`src/rtl/bcd_counter_ndigit_pkg.sv`:
```
// bcd_pkg: shared BCD limits and nibble helpers for the N-digit counter
package bcd_pkg;
    localparam logic [3:0] BCD_MAX = 4'd9;
    localparam logic [3:0] BCD_MIN = 4'd0;
    function automatic logic [3:0] bcd_clamp(input logic [3:0] n);
        return n > BCD_MAX ? BCD_MAX : n;
    endfunction
    function automatic logic is_bcd(input logic [3:0] n);
        return n <= BCD_MAX;
    endfunction
endpackage

```
`src/rtl/bcd_counter_ndigit_if.sv`:
```
// bcd_counter_ndigit_if: control and status bundle of the N-digit BCD counter
interface bcd_counter_ndigit_if #(parameter int DIGITS = 4) ();
    logic                  cnt_en;
    logic                  up;
    logic                  load;
    logic [4*DIGITS-1:0]   load_val;
    logic [4*DIGITS-1:0]   q;
    logic                  tc_out;
    logic                  zero;
    logic                  load_err;
    modport master (output cnt_en, up, load, load_val, input q, tc_out, zero, load_err);
    modport slave (input cnt_en, up, load, load_val, output q, tc_out, zero, load_err);
endinterface

```
`src/rtl/bcd_counter_ndigit_cell.sv`:
```
// bcd_digit_cell: one BCD digit with load, step and terminal detect
module bcd_digit_cell
    import bcd_pkg::*;
(
    input  logic       clk,
    input  logic       rst,
    input  logic       step,
    input  logic       up,
    input  logic       ld,
    input  logic [3:0] ld_val,
    input  logic       hold,
    output logic [3:0] d,
    output logic       term
);
    assign term = up ? d == BCD_MAX : d == BCD_MIN;
    always_ff @(posedge clk)
        if (rst) d <= BCD_MIN;
        else if (ld) d <= bcd_clamp(ld_val);
        else if (step && !hold) d <= up ? (d == BCD_MAX ? BCD_MIN : d + 4'd1) : (d == BCD_MIN ? BCD_MAX : d - 4'd1);
endmodule

```
`src/rtl/bcd_counter_ndigit.sv`:
```
// bcd_counter_ndigit: cascadable N-digit BCD up/down counter with load, wrap/saturate and flags
module bcd_counter_ndigit
    import bcd_pkg::*;
#(
    parameter int DIGITS = 4,
    parameter bit WRAP   = 1'b1
) (
    input logic clk,
    input logic rst,
    bcd_counter_ndigit_if.slave bus
);
    logic [DIGITS-1:0] term;
    logic [DIGITS-1:0] step;
    logic              all_term;
    logic              hold;
    logic              bad;
    assign all_term = &term;
    // saturating mode freezes every digit when the whole counter sits at its terminal value
    assign hold = !WRAP && all_term && bus.cnt_en;
    assign bus.tc_out = !rst && bus.cnt_en && all_term;
    assign bus.zero = bus.q == '0;
    genvar i;
    generate
        for (i = 0; i < DIGITS; i++) begin : g_dig
            if (i == 0) begin : g_lsd
                assign step[i] = bus.cnt_en;
            end else begin : g_msd
                assign step[i] = step[i-1] && term[i-1];
            end
            bcd_digit_cell u_cell (
                .clk    (clk),
                .rst    (rst),
                .step   (step[i]),
                .up     (bus.up),
                .ld     (bus.load),
                .ld_val (bus.load_val[4*i +: 4]),
                .hold   (hold),
                .d      (bus.q[4*i +: 4]),
                .term   (term[i])
            );
        end
    endgenerate
    always_comb begin
        bad = 1'b0;
        for (int k = 0; k < DIGITS; k++) bad = bad || !is_bcd(bus.load_val[4*k +: 4]);
    end
    always_ff @(posedge clk)
        if (rst) bus.load_err <= 1'b0;
        else bus.load_err <= bus.load && bad;
endmodule

```
`src/flat_wrapper.sv`:
```
// flat-port wrapper written by rule: the top's interface ports become plain ports
module bcd_counter_ndigit_flat import bcd_pkg::*;
#(
    parameter int DIGITS = 4,
    parameter bit WRAP   = 1'b1
)
  (clk, rst, bus_cnt_en, bus_up, bus_load, bus_load_val, bus_q, bus_tc_out, bus_zero, bus_load_err);
  bcd_counter_ndigit_if #(.DIGITS(DIGITS)) bus_i ();
  input logic clk;
  input logic rst;
  input wire logic [$bits(bus_i.cnt_en)-1:0] bus_cnt_en;
  input wire logic [$bits(bus_i.up)-1:0] bus_up;
  input wire logic [$bits(bus_i.load)-1:0] bus_load;
  input wire logic [$bits(bus_i.load_val)-1:0] bus_load_val;
  output wire logic [$bits(bus_i.q)-1:0] bus_q;
  output wire logic [$bits(bus_i.tc_out)-1:0] bus_tc_out;
  output wire logic [$bits(bus_i.zero)-1:0] bus_zero;
  output wire logic [$bits(bus_i.load_err)-1:0] bus_load_err;
  assign bus_i.cnt_en = bus_cnt_en;
  assign bus_i.up = bus_up;
  assign bus_i.load = bus_load;
  assign bus_i.load_val = bus_load_val;
  assign bus_q = bus_i.q;
  assign bus_tc_out = bus_i.tc_out;
  assign bus_zero = bus_i.zero;
  assign bus_load_err = bus_i.load_err;
  bcd_counter_ndigit #(.DIGITS(DIGITS), .WRAP(WRAP)) u_core (.clk(clk), .rst(rst), .bus(bus_i));
endmodule
```
`config.mk`:
```
export PLATFORM = sky130hd
export DESIGN_NAME = bcd_counter_ndigit_flat
export DESIGN_NICKNAME = d
export VERILOG_FILES = /design/src/rtl/bcd_counter_ndigit_pkg.sv /design/src/rtl/bcd_counter_ndigit_if.sv /design/src/rtl/bcd_counter_ndigit_cell.sv /design/src/rtl/bcd_counter_ndigit.sv /design/src/flat_wrapper.sv
export SDC_FILE = /design/constraint.sdc
export NUM_CORES = 1
export LEC_CHECK = 0
export BUFFER_PORTS_ARGS = -buffer_cell sky130_fd_sc_hd__buf_4
export CAP_MARGIN = 10
export CORE_ASPECT_RATIO = 0.7
export CORE_MARGIN = 3
export CORE_UTILIZATION = 40
export CTS_CLUSTER_SIZE = 30
export DETAILED_ROUTE_END_ITERATION = 8
export PLACE_DENSITY = 0.71
export SLEW_MARGIN = 20
export SYNTH_ARGS = -nofsm -noshare
export SYNTH_HDL_FRONTEND = slang
export SYNTH_SLANG_ARGS = --single-unit
```
`constraint.sdc`:
```
create_clock -name clk -period 3.3 [get_ports clk]
set_clock_uncertainty 0.2 [all_clocks]
set_input_delay 0.66 -clock clk [delete_from_list [all_inputs] [get_ports clk]]
set_output_delay 0.66 -clock clk [all_outputs]
set_load 0.01 [all_outputs]
```
==> results of run 1 <==
==> tightest hold or removal path: cells and delay by family <==
| family | cells | cell delay (ns) |
|---|---|---|
| compound gates | 1 | 0.05 |
| buf+inv | 1 | 0.08 |
| simple gates | 1 | 0.04 |
==> area by class of cell <==
cell class                 instances  area (µm²)
inverter                          10        37.5
clock buffer                       4        45.0
sequential                        17         340
multi-input combinational        166        1070
fill                             374        1810
tap                               50        62.6
timing repair buffer              40         300
==> cells by family after synthesis <==
kind of cell,Yosys count,share of synthesized area (%)
AOI/OAI and AO/OA,67,29.3
DFF,17,21.5
xor gates and xnor gates,11,6.07
and+or+nand+nor,83,29.0
buffers and inverters,35,10.9
muxes,5,3.31
==> sequential cells by signal, indices dropped and copies added, names as in the netlist <==
| name | flops |
|---|---|
| u_core.g_dig.u_cell.d | 16 |
| u_core.bus.load_err | 1 |
==> routing by layer <==
layer  share of wire [%]  wire (µm)  up-vias  GRT usage, %
met4                0.83         33        0          3.86
li1                    -          -      822             -
met3                 7.6        300        4          3.82
met1                  50       2000      718          25.8
met5                   0          0        -             0
met2                  41       1630       46          24.5
==> report_power, final <==
group | internal [mW] | switching, mW | leakage (nW)
sequential | 0.219 | 0.0392 | 0.141
clock | 0.0859 | 0.0783 | 0.0228
combinational | 0.0919 | 0.0891 | 0.557
==> layout by cell type, fill, tap and decap left out, types with 4 or more instances in the layout <==
cell and instances:
nor4_1 5, nand3_1 10, dfxtp_1 17, nor2_1 18, o22ai_1 4, xnor2_1 8
nor3_1 5, nand2_1 16, nand2b_1 5, o21ai_0 17, inv_1 10, a311o_1 4
buf_4 40, a21oi_1 10
==> worst max path at each step <==
| stage | cells past startpoint | slack (ns) | to |
|---|---|---|---|
| final | 5 | 0.38 | bus_tc_out |
| after floorplan | 6 | 0.65 | bus_tc_out |
| after detailed placement | 6 | 0.50 | bus_tc_out |
| after global routing | 5 | 0.20 | bus_tc_out |
| after global placement | 6 | 0.52 | bus_tc_out |
| after CTS | 5 | 0.40 | bus_tc_out |
==> metrics, run 1 <==
outcome finished, final reports clean; Syn Nets 239; Slowest cell on crit path dfxtp_1; CTS Root Cell clkbuf_8; Avg Inst Size Synth 7.28 µm²; Most used DFF post-synth dfxtp_1; WP buf/inv 1; min-delay worst type in -> reg; worst endpoint required time 2.44 ns; WS Path Type reg -> out; dpl ws 0.497 ns; first-pass GRT wire length 6510 µm; die area 4770 µm²; placed wire-length estimate 2890 µm; Post-Synthesis Cells 218; initial drt markers 76; die width 81.3 µm; Skew-Pair Late Insertion Delay 0.26 ns; GRT Total Usage 17.1%; pin count of the biggest net entering global routing 32; Final Cycle Share 88.4%; clk sinks 17; Overflow after GRT 0; RePlAce Congestion 0.797; TritonCTS Buffers 3; CTS H-tree lvls 1; max-slew violations 0; Routed Antenna Nets 0; relative slew slack 67.7%; Worst Hold Path Cells 3; EDFF count, synth 0; reg-to-reg slack, setup 1.20 ns; layout cells sized above 1 22.8%; non-filler instance count after layout 287; Lkg Pwr 0.721 nW; CP arrival 2.06 ns; port bufs 39; fin nets 259; Post-CTS Repair Setup Buffers 0; io pins 40; hold buffer count at cts 0; Slew @ Worst Pin 0.484 ns; Syn. warnings 0; Worst Slack Setup Final 0.383 ns; vias per std cell 5.54; worst r2r path cells 5; diode count 0; Min Clock Period, post-route 2.92 ns; Rows 18; Post-route DRC 0; cells along the critical path and3_1 -> o21a_2 -> nand3_4 -> nor4_1 -> buf_4; Hold Path Sink u_core.g_dig[3].u_cell.d[2]; register area share after synthesis 21.5%; Worst Hold Launch bus_load_val[14]; Final Setup Violations 0; FF-to-FF Start u_core.g_dig[0].u_cell.d[0]; Power Total 604 µW; final WL 3970 µm; vias in the first global route 1427; Util after Layout 50.6%; Min Hold Slack 0.410 ns; Critical Path Fanout Max 14; Max Freq 343 MHz; worst vdd ir 0.186 mV; Final Cell Area 1860 µm²; Clk pin slew, worst setup/hold paths 0.07 ns; top post-synthesis cells by area dfxtp_1, o21ai_0, xnor2_1; Clock Tree Buf Depth 2; reg2reg end u_core.g_dig[2].u_cell.d[3]; top cells by count, synth nor2_1, dfxtp_1, o21ai_0; post-route setup TNS 0 ns; placed cell count 283; Pwr per Cell Area 325 nW/µm²; initial core utilization 43.2%; initial antenna violation count 0; fraction of registers with async set/reset 0%; CP endpoint kind primary output; area leader, netlist dfxtp_1; Placed Area 1810 µm²; Synth top area share 21.5%; synthesis-to-layout area growth 17.2%; Fin. Hold Viols 0; RSZ-0062 raised after global routing false; TritonRoute pass-1 iters 5; CTS tree yes; die height 58.7 µm; PostCTS Resize Cnt 0; post-synthesis register bit count 17; vias 1590; Max Cap Violations 0; Worst Setup SP u_core.g_dig[0].u_cell.d[0]; Post-Syn Area 1590 µm²; unique cell type count in the Yosys netlist 59; CP delay by family, top simple AND/OR/NAND/NOR gates; Core Region 3670 µm²; worst stage delay on the critical path 0.62 ns; DR WL/cell 13.8 µm; Critical Path Source Type flip-flop; most frequent cell after synthesis nor2_1
(Power assumes the default switching activity.)
==> inputs of run 2 (changes only) <==
GPL_TIMING_DRIVEN = 1   (was not set)
MAX_ROUTING_LAYER = met4   (was not set)
==> run 2 against run 1 <==
- critical path depth is the same
- cell count unchanged
- highest routed layer unchanged
- largest power group unchanged
- clock power hardly changed
- global-route usage is 0.48 points higher
- combinational power about the same
- worst hold slack worse by 0.0018 ns
- non-clock buffer count stayed put
- critical path type unchanged
- wire length fell by 0.78%
- cell area stayed put
==> metrics, run 2 (synthesis results as in run 1) <==
outcome finished, final reports clean; synthesis-to-layout area growth 17.2%; die width 81.3 µm; clk sinks 17; max reg flops 16; worst endpoint required time 2.44 ns; Min Clock Period, post-route 2.91 ns; Hold Path Sink u_core.g_dig[3].u_cell.d[2]; final WL 3930 µm; PostCTS Resize Cnt 0; diode count 0; die area 4770 µm²; max-slew violations 0; CTS Root Cell clkbuf_8; relative slew slack 67.5%; Slew @ Worst Pin 0.487 ns; TritonCTS Buffers 3; Pwr per Cell Area 325 nW/µm²; Final Cell Area 1860 µm²; initial drt markers 76; placed wire-length estimate 2890 µm; layout cells sized above 1 22.8%; Final Cycle Share 88.3%; WS Path Type reg -> out; post-route setup TNS 0 ns; Critical Path Fanout Max 14; io pins 40; vias per std cell 5.52; FF-to-FF Start u_core.g_dig[0].u_cell.d[0]; initial core utilization 43.2%; RSZ-0062 raised after global routing false; RePlAce Congestion 0.808; CP endpoint kind primary output; TritonRoute pass-1 iters 5; Placed Area 1810 µm²; hold buffer count at cts 0; largest reg by FF count u_core.g_dig.u_cell.d; Worst Hold Launch bus_load_val[14]; Max Freq 343 MHz; Fin. Hold Viols 0; Post-CTS Repair Setup Buffers 0; fin nets 259; Worst Hold Path Cells 3; reg-to-reg slack, setup 1.20 ns; Routed Antenna Nets 0; Max Cap Violations 0; Skew-Pair Late Insertion Delay 0.26 ns; Core Region 3670 µm²; Overflow after GRT 0; worst r2r path cells 5; dpl ws 0.497 ns; min-delay worst type in -> reg; Rows 18; Lkg Pwr 0.721 nW; worst vdd ir 0.185 mV; reg2reg end u_core.g_dig[2].u_cell.d[3]; DR WL/cell 13.7 µm; Clk pin slew, worst setup/hold paths 0.07 ns; most frequent cells in the layout buf_4, nor2_1, o21ai_0, dfxtp_1, nand2_1; first-pass GRT wire length 6500 µm; Largest regs u_core.g_dig.u_cell.d (16), u_core.bus.load_err (1); initial antenna violation count 0; CTS tree yes; Final Setup Violations 0; Critical Path Source Type flip-flop; port bufs 39; pin count of the biggest net entering global routing 32; CTS H-tree lvls 1; Util after Layout 50.6%; CP arrival 2.05 ns; filler instances 374; vias 1584; Clock Tree Buf Depth 2; die height 58.7 µm; GRT Total Usage 17.6%; Post-route DRC 0; vias in the first global route 1432; commonest non-fill, non-tap cell in the layout buf_4; Worst Slack Setup Final 0.385 ns
==> run 2: cell counts in the layout (fill, tap and decap cells not counted) <==
No cell type changed its count.
==> run 2: metrics by stage <==
stage	hold slack, ns	power (mW)	cells
after floorplan	0.499	0.387	218
after CTS	0.405	0.609	287
after global routing	0.424	0.644	287
after global placement	0.465	0.442	283
final	0.408	0.604	287
after detailed placement	0.477	0.443	283
==> run 2: layer usage <==
layer	wire (µm)	track usage [%]
met4	14	3.86
met5	0	-
met3	281	3.67
met1	1980	25.7
met2	1660	24.6
==> run 2: worst max-delay path by stage <==
stage,startpoint,to,slack [ns],depth (start not counted)
2_1_floorplan,bus_up,bus_tc_out,0.65,6
3_3_place_gp,bus_up,bus_tc_out,0.52,6
3_5_place_dp,bus_up,bus_tc_out,0.50,6
4_1_cts,u_core.g_dig[0].u_cell.d[0],bus_tc_out,0.40,5
5_1_grt,u_core.g_dig[0].u_cell.d[0],bus_tc_out,0.20,5
6_report,u_core.g_dig[0].u_cell.d[0],bus_tc_out,0.39,5
==> run 2: report_power, final <==
group / internal (mW) / total (mW) / switching, mW
logic: 0.0919 / 0.181 / 0.0889
registers: 0.219 / 0.258 / 0.0390
clock network: 0.0859 / 0.165 / 0.0792
==> run 2: cell type report <==
type	instances	area, µm²	area share, %
multi-input combinational	166	1070	57.7
sequential	17	340	18.3
timing repair buffer	40	300	16.2
tap	50	62.6	3.36
clock buffer	4	45.0	2.42
inverter	10	37.5	2.02
==> run 2: worst max-delay path: stages (launching register included) <==
cell and delay (ns):
dfxtp_1 0.63, and3_1 0.27, o21a_2 0.27, nand3_4 0.14, nor4_1 0.31, buf_4 0.18
